--- src/rtl/game_pkg.sv ---
// Shared phase encoding and datapath widths for the game event sequencer.
// Phase codes match the ones decoded by the game-phase selector.
package game_pkg;

  typedef logic [1:0] phase_t;

  localparam phase_t ST_IDLE      = 2'b00;
  localparam phase_t ST_COUNTDOWN = 2'b01;
  localparam phase_t ST_PLAY      = 2'b10;
  localparam phase_t ST_DONE      = 2'b11;

  localparam int COUNT_W = 4;
  localparam int TIME_W  = 8;

endpackage

--- src/rtl/sec_tick_gen.sv ---
// One-second prescaler: emits a single-cycle tick every TICKS_PER_SEC clocks.
// clr restarts the count so the next second is a full TICKS_PER_SEC cycles.
module sec_tick_gen #(
  parameter int TICKS_PER_SEC = 100_000_000
) (
  input  logic clk,
  input  logic reset,
  input  logic clr,
  output logic tick
);

  localparam int CW = (TICKS_PER_SEC > 1) ? $clog2(TICKS_PER_SEC) : 1;

  logic [CW-1:0] cnt;

  assign tick = (cnt == CW'(TICKS_PER_SEC - 1));

  always_ff @(posedge clk or posedge reset) begin
    if (reset)
      cnt <= '0;
    else if (clr || tick)
      cnt <= '0;
    else
      cnt <= cnt + CW'(1);
  end

endmodule

--- src/rtl/game_event_sequencer.sv ---
// IDLE -> COUNTDOWN -> PLAY -> DONE sequencer driving game-phase events and displays.
// Define GAME_ABORT_EN to let start_btn abort COUNTDOWN/PLAY back to IDLE.
module game_event_sequencer
  import game_pkg::*;
#(
  parameter int TICKS_PER_SEC = 100_000_000,
  parameter int COUNT_SECS    = 3,
  parameter int GAME_SECS     = 30
) (
  input  logic               clk,
  input  logic               reset,
  input  logic               start_btn,
  input  logic               stop_evt,
  output logic               countdown_start,
  output logic               game_start,
  output logic               game_finish,
  output logic [COUNT_W-1:0] count_value,
  output logic [TIME_W-1:0]  time_left,
  output logic               busy
);

`ifdef GAME_ABORT_EN
  localparam bit ABORT_EN = 1'b1;
`else
  localparam bit ABORT_EN = 1'b0;
`endif

  phase_t             state, state_nxt;
  logic [COUNT_W-1:0] count_nxt;
  logic [TIME_W-1:0]  time_nxt;
  logic               tick;
  logic               clr;

  // Any phase change restarts the prescaler so each phase begins with a full second.
  assign clr = (state_nxt != state);

  sec_tick_gen #(
    .TICKS_PER_SEC(TICKS_PER_SEC)
  ) u_tick (
    .clk  (clk),
    .reset(reset),
    .clr  (clr),
    .tick (tick)
  );

  always_comb begin
    state_nxt = state;
    count_nxt = count_value;
    time_nxt  = time_left;
    case (state)
      ST_IDLE, ST_DONE: begin
        if (start_btn) begin
          state_nxt = ST_COUNTDOWN;
          count_nxt = COUNT_SECS[COUNT_W-1:0];
          time_nxt  = '0;
        end
      end
      ST_COUNTDOWN: begin
        if (ABORT_EN && start_btn) begin
          state_nxt = ST_IDLE;
          count_nxt = '0;
          time_nxt  = '0;
        end else if (tick) begin
          if (count_value == COUNT_W'(1)) begin
            state_nxt = ST_PLAY;
            count_nxt = '0;
            time_nxt  = GAME_SECS[TIME_W-1:0];
          end else begin
            count_nxt = count_value - COUNT_W'(1);
          end
        end
      end
      default: begin
        // stop_evt takes priority over a coincident tick, freezing time_left.
        if (ABORT_EN && start_btn) begin
          state_nxt = ST_IDLE;
          count_nxt = '0;
          time_nxt  = '0;
        end else if (stop_evt) begin
          state_nxt = ST_DONE;
        end else if (tick) begin
          if (time_left == TIME_W'(1)) begin
            state_nxt = ST_DONE;
            time_nxt  = '0;
          end else begin
            time_nxt = time_left - TIME_W'(1);
          end
        end
      end
    endcase
  end

  always_ff @(posedge clk or posedge reset) begin
    if (reset) begin
      state           <= ST_IDLE;
      count_value     <= '0;
      time_left       <= '0;
      countdown_start <= 1'b0;
      game_start      <= 1'b0;
      game_finish     <= 1'b0;
      busy            <= 1'b0;
    end else begin
      state           <= state_nxt;
      count_value     <= count_nxt;
      time_left       <= time_nxt;
      countdown_start <= (state_nxt == ST_COUNTDOWN);
      game_start      <= (state_nxt == ST_PLAY);
      game_finish     <= (state_nxt == ST_DONE);
      busy            <= (state_nxt == ST_COUNTDOWN) || (state_nxt == ST_PLAY);
    end
  end

endmodule
--- config.mk ---
export PLATFORM = sky130hd
export DESIGN_NAME = game_event_sequencer
export DESIGN_NICKNAME = d
export VERILOG_FILES = /design/src/rtl/game_pkg.sv /design/src/rtl/sec_tick_gen.sv /design/src/rtl/game_event_sequencer.sv
export SDC_FILE = /design/constraint.sdc
export NUM_CORES = 1
export LEC_CHECK = 0
export BUFFER_PORTS_ARGS = -buffer_cell sky130_fd_sc_hd__buf_4
export CAP_MARGIN = 20
export CORE_ASPECT_RATIO = 1.2
export CORE_MARGIN = 2
export CORE_UTILIZATION = 45
export DETAILED_ROUTE_END_ITERATION = 6
export GPL_TIMING_DRIVEN = 0
export HOLD_SLACK_MARGIN = 0.02
export SYNTH_ARGS = -nofsm -noshare
export SYNTH_HDL_FRONTEND = slang
export SYNTH_SLANG_ARGS = --single-unit
--- constraint.sdc ---
create_clock -name clk -period 3.4 [get_ports clk]
set_input_delay 0.17 -clock clk [delete_from_list [all_inputs] [get_ports clk]]
set_output_delay 0.17 -clock clk [all_outputs]
set_load 0.005 [all_outputs]
**Yosys cells after proc, flatten, opt, wreduce, memory -nomap -nowiden**

Index checks and enable logic that the tools add are counted.

- Register bits: 45
- Output and inout bits: 16

- Multiplexer cells: 19
- Reductions and logical operators: 8
- Equality and inequality tests: 13
- Add/subtract/negate cells: 3

Operators with widths:

| cell | number |
|---|---|
| 8-bit two-way mux | 6 |
| 27-bit by 1-bit adder with 27-bit output, second input constant | 1 |
| 27-bit == test, second input constant | 1 |
| 27-bit two-way mux | 1 |
| 8-bit case mux with 2 select lines | 1 |
| 2-bit two-way mux | 6 |
| 4-bit two-way mux | 3 |
| 8-bit by 1-bit == test with 1-bit output, second input constant | 1 |
| 4-bit case mux with 2 select lines | 1 |
| 8-bit by 1-bit subtractor with 8-bit output, second input constant | 1 |
| 2-bit == test, second input constant | 3 |
| 5-bit AND reduction | 1 |
| 2-bit by 1-bit == test with 1-bit output, second input constant | 2 |
| 4-bit by 1-bit == test with 1-bit output, second input constant | 1 |
| 2-bit != test, second input constant | 2 |
| 2-bit case mux with 2 select lines | 1 |
| 2-bit nonzero test | 2 |
| 4-bit by 1-bit subtractor with 4-bit output, second input constant | 1 |
| 3-bit by 1-bit != test with 1-bit output, second input constant | 1 |
| 3-bit AND reduction | 1 |
| 2-bit logical NOT | 1 |
| 1-bit logical OR | 2 |
| 2-bit by 1-bit != test with 1-bit output, second input constant | 1 |
| 2-bit != test | 1 |
| 2-bit OR reduction | 1 |

**Logic depth before layout (Yosys ltp)**

Gate-level depths: netlist of run 1.

- Depth in word-level cells: 8
- Depth in mapped cells: 10
- Gate-level depth less buffers: 7

**Modules after synthesis**

Synthesis of run 1 repeated with hierarchy kept, for this count alone.

- Cells, all modules: 285
- Area total of the unflattened synthesis: 2,725.1 sq um

Modules (own cells, without submodules):

| module | area each (sq um) | times used | cells each |
|---|---|---|---|
| sec_tick_gen | 1,473.9 | 1 | 154 |
| game_event_sequencer | 1,251.2 | 1 | 131 |

**Least setup slack after synthesis of run 1**

Ideal clock, no wire load.

- Path type: register to register
- Start: register count_value[1]
- End: register busy
- Cell stages (with the launch flop): 9
- Clock period less this slack: 2.382 ns
- Path slack: 1.018 ns
- Buffers on the path: 1
- Arrival: 2.257 ns
- Path through: dfrtp_1 > inv_1 > ha_1 > or3b_1 > clkbuf_4 > o31a_4 > a211o_2 > o211a_1 > ha_1

- Cells in the longest elaborated chain, start to end: 6
- Elaborated cells between the ends (all ways): 7
- Classes of those cells: eq/ne: 3; mux: 3; reduce/logical: 1

RTL lines:

| item | line | text |
|---|---|---|
| start, declared | game_event_sequencer.sv:17 | `output logic [COUNT_W-1:0] count_value,` |
| start signal, assigned | game_event_sequencer.sv:104 | `count_value <= count_nxt;` |
| 4-bit by 1-bit == test with 1-bit output (*) | game_event_sequencer.sv:64 | `if (count_value == COUNT_W'(1)) begin` |
| 2-bit two-way mux (*) | game_event_sequencer.sv:64 |  |
| 2-bit two-way mux (*) | game_event_sequencer.sv:63 | `end else if (tick) begin` |
| 2-bit case mux with 2 select lines (*) | game_event_sequencer.sv:50 | `case (state)` |
| named net state_nxt[0] | game_event_sequencer.sv:28 | `phase_t state, state_nxt;` |
| 2-bit by 1-bit == test with 1-bit output or 2-bit == test (tied branches) | game_event_sequencer.sv:109 | `busy <= (state_nxt == ST_COUNTDOWN) \|\| (state_nxt == ST_PLAY);` |
| 1-bit logical OR (*) | game_event_sequencer.sv:109 |  |
| end signal, assigned | game_event_sequencer.sv:109 |  |
| end, declared | game_event_sequencer.sv:19 | `output logic busy` |

Mark *: on every way through the listed nets, which the timed path passes. The rest lies on a longest branch.
A chain may end at the register's enable or synchronous reset.

**Final worst setup path of run 1**

- Start: register state[0]
- End: register u_tick.cnt[20]

- Cells in the longest elaborated chain, start to end: 7
- Elaborated cells between the ends (all ways): 14
- Classes of those cells: eq/ne: 3; mux: 8; reduce/logical: 3

RTL lines:

| item | line | text |
|---|---|---|
| start, declared | game_event_sequencer.sv:28 |  |
| start signal, assigned | game_event_sequencer.sv:103 | `state <= state_nxt;` |
| 2-bit two-way mux | game_event_sequencer.sv:82 | `if (time_left == TIME_W'(1)) begin` |
| 2-bit two-way mux | game_event_sequencer.sv:81 | `end else if (tick) begin` |
| 2-bit two-way mux | game_event_sequencer.sv:79 | `end else if (stop_evt) begin` |
| 2-bit case mux with 2 select lines | game_event_sequencer.sv:50 |  |
| 2-bit != test (*) | game_event_sequencer.sv:35 | `assign clr = (state_nxt != state);` |
| 1-bit logical OR (*) | sec_tick_gen.sv:21 | `else if (clr \|\| tick)` |
| 27-bit two-way mux (*) | sec_tick_gen.sv:21 |  |
| end signal, assigned | sec_tick_gen.sv:24 | `cnt <= cnt + CW'(1);` |
| end, declared | sec_tick_gen.sv:14 | `logic [CW-1:0] cnt;` |

Mark *: on every way between the ends. The rest lies on a longest branch, timed or not.

==> results of run 1 <==
-- placed cells by master, fill, tap and decap left out, drive strengths merged, types with 3 or more instances in the layout --
master and count:
nand2b 4, o31a 4, o211ai 4, nor4 3
or4 3, nand3 9, and4 7, a31oi 4
nor3b 3, ha 10, or3 3, o32ai 3
xnor2 17, and3 6, nand2 14, buf 32
dfrtp 45, nand4 9, o22ai 3, xor2 8
nor2 14, inv 18, o21ai 9, a21oi 3
nor3 34, clkbuf 11
-- report_power, final --
| group | internal [mW] | leakage [nW] | switching [mW] |
|---|---|---|---|
| registers | 0.598 | 0.601 | 0.0674 |
| clock network | 0.161 | 0.0443 | 0.174 |
| logic | 0.270 | 0.703 | 0.339 |
-- flip-flops by register name, indices dropped and copies added (netlist names) --
name and count:
busy 1, count_value 4, countdown_start 1, game_finish 1
game_start 1, state 2, time_left 8, u_tick.cnt 27
-- metal layers --
| metal | track usage (%) | routed length [um] | vias up |
|---|---|---|---|
| met5 | 0 | 0 | - |
| met3 | 3.14 | 168 | 6 |
| met1 | 24.5 | 2600 | 1023 |
| met2 | 30.7 | 2940 | 29 |
| li1 | - | - | 1079 |
| met4 | 6.87 | 70 | 0 |
-- cells by family (layout without fill, tap and decap cells) --
family | Yosys count | in the layout | synth area share (%)
xor+xnor | 25 | 25 | 7.93
simple gates | 120 | 120 | 25.0
buf+inv | 34 | 62 | 6.66
mux | 3 | 3 | 1.45
flops | 45 | 45 | 40.8
fa+ha+maj | 10 | 10 | 4.53
compound gates | 45 | 45 | 13.7
-- area by class of cell --
type / count / area, um^2 / share of cell area (%)
buffer: 16 / 116 / 3.72
sequential: 45 / 1130 / 36.0
multi-input combinational: 203 / 1450 / 46.5
inverter: 18 / 67.6 / 2.16
clock buffer: 7 / 86.3 / 2.76
timing repair buffer: 21 / 173 / 5.53
tap: 82 / 103 / 3.28
-- worst paths after layout --
| path | from | to | cells after the start |
|---|---|---|---|
| setup / recovery | state[0] | u_tick.cnt[20] | 8 |
| max in group asynchronous | reset | u_tick.cnt[1] | 4 |
| hold / removal | start_btn | state[0] | 3 |
| hold reg to reg | u_tick.cnt[0] | u_tick.cnt[0] | 1 |
| setup reg to reg | state[0] | u_tick.cnt[20] | 8 |
| min in group asynchronous | reset | state[1] | 3 |
-- through the flow --
stage / setup WS (ns) / instances / total power [mW]
3_5_place_dp: 0.685 / 384 / 1.28
2_1_floorplan: 1.02 / 282 / 1.11
5_1_grt: 0.397 / 392 / 1.74
4_1_cts: 0.658 / 392 / 1.63
3_3_place_gp: 0.724 / 383 / 1.28
6_report: 0.689 / 392 / 1.61
-- repair_timing --
action	in CTS	in global routing
hold buffers	1	0
hold endpoints to repair	12	0
endpoints found under the setup margin	0	0
-- worst register-to-register path: cells and delay by family, from the launching register on --
| family | cells | cell delay [ns] |
|---|---|---|
| flip-flops | 1 | 0.47 |
| buffers and inverters | 3 | 0.68 |
| adder cells (fa/ha/maj) | 1 | 0.30 |
| AND/OR/NAND/NOR | 2 | 0.30 |
| AO/OA/AOI/OAI | 2 | 0.82 |
==> impl_results.md, run 1 <==
- P&R area growth vs syn: 13.1%
- Core ar.: 5970 um^2
- FFs w/ async S/R, synth: 100%
- CTS resizes: 0
- Area contributors post-synth: dfrtp_1 41%, nor3_1 6.2%, xnor2_1 5.4%, ha_1 4.5%, xor2_1 2.5%
- Largest delay share family, worst path: compound AO/OA/AOI/OAI gates
- Sink Count: 45
- Largest net degree at the start of global routing: 34
- Layout cells sized above 1: around 18%
- Total GRT Usage: 18.8%
- Main synth FF type: dfrtp_1
- Flops & latches, synth: between 40 and 50
- ANT cells: 0
- Clk slew on worst S/H paths: 0.08 ns
- Most used standard cell by instance count after synthesis: dfrtp_1
- Crit start category: flip-flop
- RSZ-0062 raised after global routing: no
- Synth cell count leaders: 45 x dfrtp_1, 34 x nor3_1, 18 x inv_1
- Area leader, netlist: dfrtp_1
- Postcts setup bufs: 0
- Pre-antenna DRT Iters: 4
- Synth Warn #: 0
- Detailed Route Iter0 Violations: 78
- Initial Util: approximately 46%
- Register area share after synthesis: 40.8%
- Worst endpoint required time: approximately 3.6 ns
- Remaining DRCs: 0
- Fin nets: 324
- FP Rows: 31
- Final Setup Violations: 0
- Fillers: ~600
- Crit path DAT: between 2 and 3 ns
- Pleak: 1.35 nW
- CTS tree: built
- Distinct cell type count after synthesis: between 50 and 60
- H-tree depth: 2
- Die height: between 80 and 90 um
- MaxCap Viol Count: 0
- Syn nets: a little under 300
- R2R Setup Slk: between 0.6 and 0.7 ns
- Peak supply drop: ~0.00022 V
- Routability Congestion: between 0.7 and 0.8
- Vias in the first global route: 2159
- Worst slew margin: ~40%
- Routed Wire Length: approximately 5800 um
- Grt ovf: 0
- Fmax: 0.369 GHz
- Via count: about 2100
- PwrDens: 515 nW/um^2
- CTS Buf Count: 5
- Design Area, Final: 3120 um^2
- Latest clock arrival within the worst-skew pair: approximately 0.30 ns
- Final Skew: approximately 0.0081 ns
- Setup crit end kind: flip-flop
- Post-synth EDFFs: 0
- CP bufs+invs: 3
- Clock buffer depth: 2
- IO Count: 20
- Outcome: finished clean
- Worst path max stage delay: about 0.73 ns
- Synth top area share: between 40% and 50%
- Dpl hpwl: ~4000 um
- Root Buffer: clkbuf_8
- Drt via density: around 5.5
- Routed wire per std cell: around 15 um
- Buffers on Ports: 19
- HP Class: input port to flip-flop
- Hold Slack: approximately 0.31 ns
- Syn Inst Count: 282
- Placed cell areas: between 3000 and 4000 um^2
- Fin util: 52.3%
- Kind of critical path: flip-flop to flip-flop
- Cell Area, Synth: approximately 2800 um^2
- CP max-delay cell: a31oi_1
- Die W: 75.5 um
- Mapped Avg Cell Area: roughly 9.8 um^2
- Setup TNS: 0 ns
- Final slew viol count: 0
- Crit path cell chain: inv_1 -> ha_1 -> buf_6 -> and2_1 -> o21ai_0 -> a31oi_1 -> clkbuf_1 -> nor3_1
- First-pass GRT wire length: 10100 um
- Final critical-path required period: approximately 2.7 ns
- Worst-path fanout max: 10
- Die area: between 6000 and 7000 um^2
- Worst Max-Slew Pin Slew: between 0.8 and 0.9 ns
- Final Hold Fails: 0
- Antenna violations before repair: 0
- Final worst-path cycle share: roughly four fifths
- Routed Antenna Nets: 0
(Power assumes the default switching activity.)
==> run 2, diff against run 1 <==
- clock period: 3.4 -> 2.3 ns (I/O delays scaled with it)
==> impl_results.md, run 2 (synthesis gave the netlist of run 1 again) <==
- Outcome: finished clean
- Clk slew on worst S/H paths: 0.08 ns (about the same)
- Vias in the first global route: 2274 (+5.3%)
- Max reg flops: 27 (unchanged)
- PwrDens: 767 nW/um^2 (+49%)
- P&R area growth vs syn: 19.6%
- Final Setup Violations: 0 (unchanged)
- Root Buffer: clkbuf_8
- Layout cells sized above 1: 25.4% (+7.3 points)
- Via count: 2236 (+4.6%)
- Worst Max-Slew Pin Slew: 0.503 ns (-0.393 ns)
- Buffers on Ports: 19 (unchanged)
- Fmax: 0.440 GHz (+19%)
- Pre-antenna DRT Iters: 4 (unchanged)
- MaxCap Viol Count: 0 (unchanged)
- Final slew viol count: 0 (unchanged)
- Place WS: -0.434 ns (-1.12 ns)
- HP Class: input port to flip-flop
- H-tree depth: 2 (unchanged)
- Kind of critical path: flip-flop to flip-flop
- ANT cells: 0 (unchanged)
- Initial Util: 46.3% (unchanged)
- Routed Antenna Nets: 0 (unchanged)
- Setup TNS: 0 ns (unchanged)
- CP max-delay cell: dfrtp_1
- R2r startpoint: count_value[1]
- R2R Setup Slk: 0.03 ns (-0.66 ns)
- Total power: 2.54 mW (+58%)
- Final worst-path cycle share: 98.8% (+19 points)
- Worst path depth: 8 (unchanged)
- Routed Wire Length: 6210 um (+7.6%)
- Worst reg2reg endpoint: busy
- Crit path cell chain: inv_2 -> ha_1 -> or3b_1 -> clkbuf_8 -> o31a_4 -> a211o_2 -> o211a_1 -> ha_1
- Dpl hpwl: 4180 um (+2.9%)
- Worst Reg-to-Reg Cells: 8 (unchanged)
- Die area: 6780 um^2 (unchanged)
- Peak supply drop: 0.000362 V (+67%)
- Hold Slack: 0.265 ns (-0.0406 ns)
- Crit path DAT: 2.46 ns (-0.41 ns)
- Core ar.: 5970 um^2 (unchanged)
- Worst Slack Setup Final: 0.0279 ns (-0.661 ns)
- CP bufs+invs: 2 (-1)
- Detailed Route Iter0 Violations: 65 (-17%)
- Regs by FF count: u_tick.cnt (27), time_left (8), count_value (4)
- Total GRT Usage: 19.6% (+0.84 points)
- Sink Count: 45 (unchanged)
- Setup crit end kind: flip-flop
- Latest clock arrival within the worst-skew pair: 0.30 ns (about the same)
- Clock buffer depth: 2 (unchanged)
- Worst path max stage delay: 0.40 ns (-0.33 ns)
- Largest delay share family, worst path: compound AO/OA/AOI/OAI gates
- WHS Path Cells: 4 (+1)
- Leading cell type in the layout, fill and taps excluded: dfrtp_1
- Worst endpoint required time: 2.49 ns (-1.07 ns)
- CTS Buf Count: 5 (unchanged)
- Endpoint of the worst hold path: state[0]
- FP Rows: 31 (unchanged)
- Hold Startpoint: stop_evt
- Largest net degree at the start of global routing: 29 (-15%)
- Fillers: 582 (-0.85%)
- Fin nets: 336 (+3.7%)
- Most frequent cells in the layout: 42 x dfrtp_1, 34 x nor3_1, 31 x buf_4
- Routability Congestion: 0.834 (+6.4%)
- CP dominant cell by count: ha_1
- First-pass GRT wire length: 10500 um (+3.7%)
- Start point of the critical path: count_value[1]
- Crit start category: flip-flop
- Routed wire per std cell: 15.3 um (+4.2%)
- Grt ovf: 0 (unchanged)
- Die height: 89.8 um (unchanged)
- Antenna violations before repair: 0 (unchanged)
- Final Skew: 0.00697 ns (-0.00116 ns)
- Die W: 75.5 um (unchanged)
- RSZ-0062 raised after global routing: yes
- IO Count: 20 (unchanged)
- Drt via density: 5.52 (+1.3%)
- Remaining DRCs: 0 (unchanged)
- Most flops, register: u_tick.cnt
- CTS tree: built
- Final critical-path required period: 2.27 ns (-0.439 ns)
- Worst-path fanout max: 4 (-6)
- Final Hold Fails: 0 (unchanged)
- Worst slew margin: 66.2% (+26 points)
- Pleak: 1.43 nW (+6.0%)
## run 2: worst max path at each step
stage | endpoint | slack [ns]
2_1_floorplan | busy | 0.004
3_3_place_gp | u_tick.cnt[17] | -0.36
3_5_place_dp | u_tick.cnt[24] | -0.43
4_1_cts | busy | 0.006
5_1_grt | busy | -0.04
6_report | busy | 0.03
## run 2: cell type report
type / count / area, um^2 / share of cell area, %
clock inverter: 1 / 5.00 / 0.152
tap: 82 / 103 / 3.11
multi-input combinational: 203 / 1500 / 45.4
inverter: 18 / 67.6 / 2.05
buffer: 16 / 139 / 4.20
clock buffer: 7 / 96.3 / 2.92
timing repair buffer: 33 / 263 / 7.95
sequential: 45 / 1130 / 34.2
## run 2: worst min-delay path, delay by kind of cell
| kind | cells | cell delay [ns] |
|---|---|---|
| AOI/OAI and AO/OA | 2 | 0.25 |
| buffers and inverters | 1 | 0.09 |
| and+or+nand+nor | 1 | 0.06 |
## run 2: report_power, final
| group | leakage, nW | internal, mW | switching [mW] |
|---|---|---|---|
| sequential | 0.596 | 0.885 | 0.0964 |
| combinational | 0.779 | 0.462 | 0.540 |
| clock | 0.0542 | 0.272 | 0.280 |
## run 2: timing repair
action,in CTS,in global routing
hold endpoints to repair,17,0
buffers inserted,9,3
endpoints found under the setup margin,29,29
hold buffers,1,0
resized for setup,10,12
pin swaps,6,6
## run 2: per-stage QoR
stage | util [%] | cell area [um^2] | std cells
5_1_grt | 55.3 | 3300 | 405
3_5_place_dp | 50.8 | 3030 | 384
3_3_place_gp | 50.5 | 3010 | 383
2_1_floorplan | - | 2770 | 282
4_1_cts | 54.4 | 3250 | 402
6_report | 55.3 | 3300 | 405
## run 2: per-layer routing
metal	share of wire [%]	up-vias	global-route usage [%]
met2	52	25	32.2
met1	44	1094	25.2
li1	-	1110	-
met4	1.6	0	7.31
met5	0	-	0
met3	2.1	7	3.48
==> run 3, diff against run 2 <==
- ABC_AREA: default -> 1
==> impl_results.md, run 3 <==
- Latest clock arrival within the worst-skew pair: 0.31 ns (about the same)
- Mapped Avg Cell Area: 8.16 um^2 (-17%)
- CTS Buf Count: 5 (unchanged)
- Area contributors post-synth: dfrtp_1 39%, nand2_1 8.9%, xor2_1 7.0%, nor3_2 7.0%, inv_1 6.1%
- Die area: 7040 um^2 (+3.7%)
- Final Hold Fails: 0 (unchanged)
- Die height: 91.5 um (+1.9%)
- Fin nets: 394 (+17%)
- Antenna violations before repair: 0 (unchanged)
- HP Class: input port to flip-flop
- Root Buffer: clkbuf_8
- Clk slew on worst S/H paths: 0.09 ns (about the same)
- Postcts setup bufs: 0 (-9)
- Most frequent cells in the layout: 68 x nand2_1, 46 x inv_1, 45 x dfrtp_1
- Synth Warn #: 0 (unchanged)
- Crit path cell chain: inv_1 -> ha_1 -> inv_1 -> a21oi_1 -> o22ai_1 -> inv_1 -> nand2_2 -> clkinv_2 -> buf_6 -> nand3_1 -> o21ai_0
- Setup crit end kind: flip-flop
- FP Rows: 31 (unchanged)
- CP bufs+invs: 5 (+3)
- Final Skew: 0.00846 ns (+0.00149 ns)
- Total GRT Usage: 18.5% (-1.1 points)
- Regs by FF count: u_tick.cnt (27), time_left (8), count_value (4)
- Fillers: 623 (+7.0%)
- Largest net degree at the start of global routing: 28 (-3.4%)
- Crit path DAT: 2.19 ns (-0.27 ns)
- Sequential Area: 1130 um^2 (-0.33%)
- Sink Count: 45 (unchanged)
- Pleak: 1.44 nW (+0.78%)
- Most used standard cell by instance count after synthesis: nand2_1
- Via count: 2276 (+1.8%)
- Peak supply drop: 0.000784 V (+120%)
- Outcome: finished clean
- Main synth FF type: dfrtp_1
- Distinct cell type count after synthesis: 29 (-50%)
- Worst path max stage delay: 0.44 ns (+0.04 ns)
- Detailed Route Iter0 Violations: 103 (+58%)
- Worst endpoint required time: 2.52 ns (+0.03 ns)
- Synth top area share: 39.2% (-1.5 points)
- Final worst-path cycle share: 85.6% (-13 points)
- Routed Antenna Nets: 0 (unchanged)
- FFs w/ async S/R, synth: 100% (unchanged)
- First-pass GRT wire length: 10600 um (+1.4%)
- Leading cell type in the layout, fill and taps excluded: nand2_1
- MaxCap Viol Count: 0 (unchanged)
- Layout cells sized above 1: 18.9% (-6.5 points)
- Final slew viol count: 0 (unchanged)
- Final Setup Violations: 0 (unchanged)
- Crit start category: flip-flop
- Area leader, netlist: dfrtp_1
- Worst slew margin: 65.3% (-0.88 points)
- H-tree depth: 2 (unchanged)
- Flops & latches, synth: 45 (unchanged)
- Worst Slack Setup Final: 0.331 ns (+0.303 ns)
- Remaining DRCs: 0 (unchanged)
- P&R area growth vs syn: 12.8%
- Syn nets: 366 (+24%)
- Most flops, register: u_tick.cnt
- Kind of critical path: flip-flop to flip-flop
- Vias in the first global route: 2346 (+3.2%)
- Fin util: 53.2% (-2.1 points)
- Placed cell areas: 3140 um^2 (+3.4%)
- Multi-input logic area: 1490 um^2 (-0.67%)
- CP dominant cell by count: inv_1
- Dpl hpwl: 4450 um (+6.5%)
- RSZ-0062 raised after global routing: no
- Setup TNS: 0 ns (unchanged)
- Cell Area, Synth: 2870 um^2 (+3.9%)
- PwrDens: 1010 nW/um^2 (+32%)
- Clock buffer depth: 2 (unchanged)
- Routed wire per std cell: 12.6 um (-18%)
- Worst-path fanout max: 10 (+6)
- Fmax: 0.508 GHz (+15%)
- Synth cell count leaders: 68 x nand2_1, 47 x inv_1, 45 x dfrtp_1
- Max reg flops: 27 (unchanged)
- Design Area, Final: 3240 um^2 (-2.0%)
- Post-synth EDFFs: 0 (unchanged)
- IO Count: 20 (unchanged)
- Place WS: 0.344 ns (+0.779 ns)
- Worst Max-Slew Pin Slew: 0.517 ns (+0.0131 ns)
- Buffers on Ports: 19 (unchanged)
- Routability Congestion: 0.848 (+1.7%)
- Die W: 76.9 um (+1.8%)
- Largest delay share family, worst path: buffers and inverters
- ANT cells: 0 (unchanged)
- Core ar.: 6090 um^2 (+1.9%)
- Drt via density: 4.92 (-11%)
- Pre-antenna DRT Iters: 4 (unchanged)
- Grt ovf: 0 (unchanged)
- Initial Util: 47.2% (+0.90 points)
- Routed Wire Length: 5830 um (-6.1%)
- CTS tree: built
- CP max-delay cell: dfrtp_1
- Register area share after synthesis: 39.2% (-1.5 points)
- Final critical-path required period: 1.97 ns (-0.303 ns)
- Syn Inst Count: 352 (+25%)
[run 3: final cells by class]
class / count / share of cell area, %
clock buffer: 5 / 2.13
tap: 82 / 3.17
timing repair buffer: 21 / 5.33
sequential: 45 / 34.8
buffer: 5 / 2.05
clock inverter: 3 / 0.696
inverter: 50 / 5.83
multi-input combinational: 252 / 46.0
[run 3: tightest hold or removal path: stages]
cell and delay [ns]:
buf_4 0.10, nor3_1 0.05, nand2_1 0.09, nand2_1 0.08, inv_1 0.10
[run 3: path summary, 6_finish.rpt]
kind | startpoint | slack, ns | cells after the start | to
max in group asynchronous | reset | 1.44 | 4 | u_tick.cnt[3]
worst min-delay path | stop_evt | 0.27 | 5 | state[0]
worst max register to register | state[1] | 0.33 | 11 | time_left[0]
worst min register to register | u_tick.cnt[0] | 0.51 | 1 | u_tick.cnt[0]
worst max-delay path | state[1] | 0.33 | 11 | time_left[0]
min in group asynchronous | reset | 0.36 | 3 | count_value[0]
[run 3: report_power, final]
part | switching (mW) | internal, mW | total, mW
Combinational | 1.00 | 0.677 | 1.68
Clock | 0.295 | 0.213 | 0.509
Sequential | 0.145 | 0.947 | 1.09
Total | 1.44 | 1.84 | 3.28
[run 3: cells by family after synthesis]
logic type,Yosys count,share of synthesized area [%]
and+or+nand+nor,190,34.3
DFF,45,39.2
xor gates and xnor gates,30,9.15
buffers and inverters,55,8.89
AOI/OAI and AO/OA,22,4.10
adders and majority gates,10,4.36
[run 3: repair_timing]
action | 4_1_cts | 5_1_grt
hold buffers | 1 | 0
gates resized for setup | 0 | 0
hold endpoints to repair | 18 | 0
[run 3: per-stage QoR]
stage	hold WS [ns]	power, mW	instances
detailed placement	0.158	2.82	454
global route	0.333	3.58	463
CTS	0.266	3.35	463
global placement	0.494	2.79	453
floorplan	0.396	2.35	352
finish	0.273	3.28	463
[run 3: layer usage]
layer | vias to the layer above | track usage, % | part of all wire [%]
met4 | 0 | 5.76 | 1.8
li1 | 1174 | - | -
met5 | - | 0 | 0
met2 | 39 | 33.1 | 50
met1 | 1050 | 22.8 | 45
met3 | 13 | 2.68 | 3.0
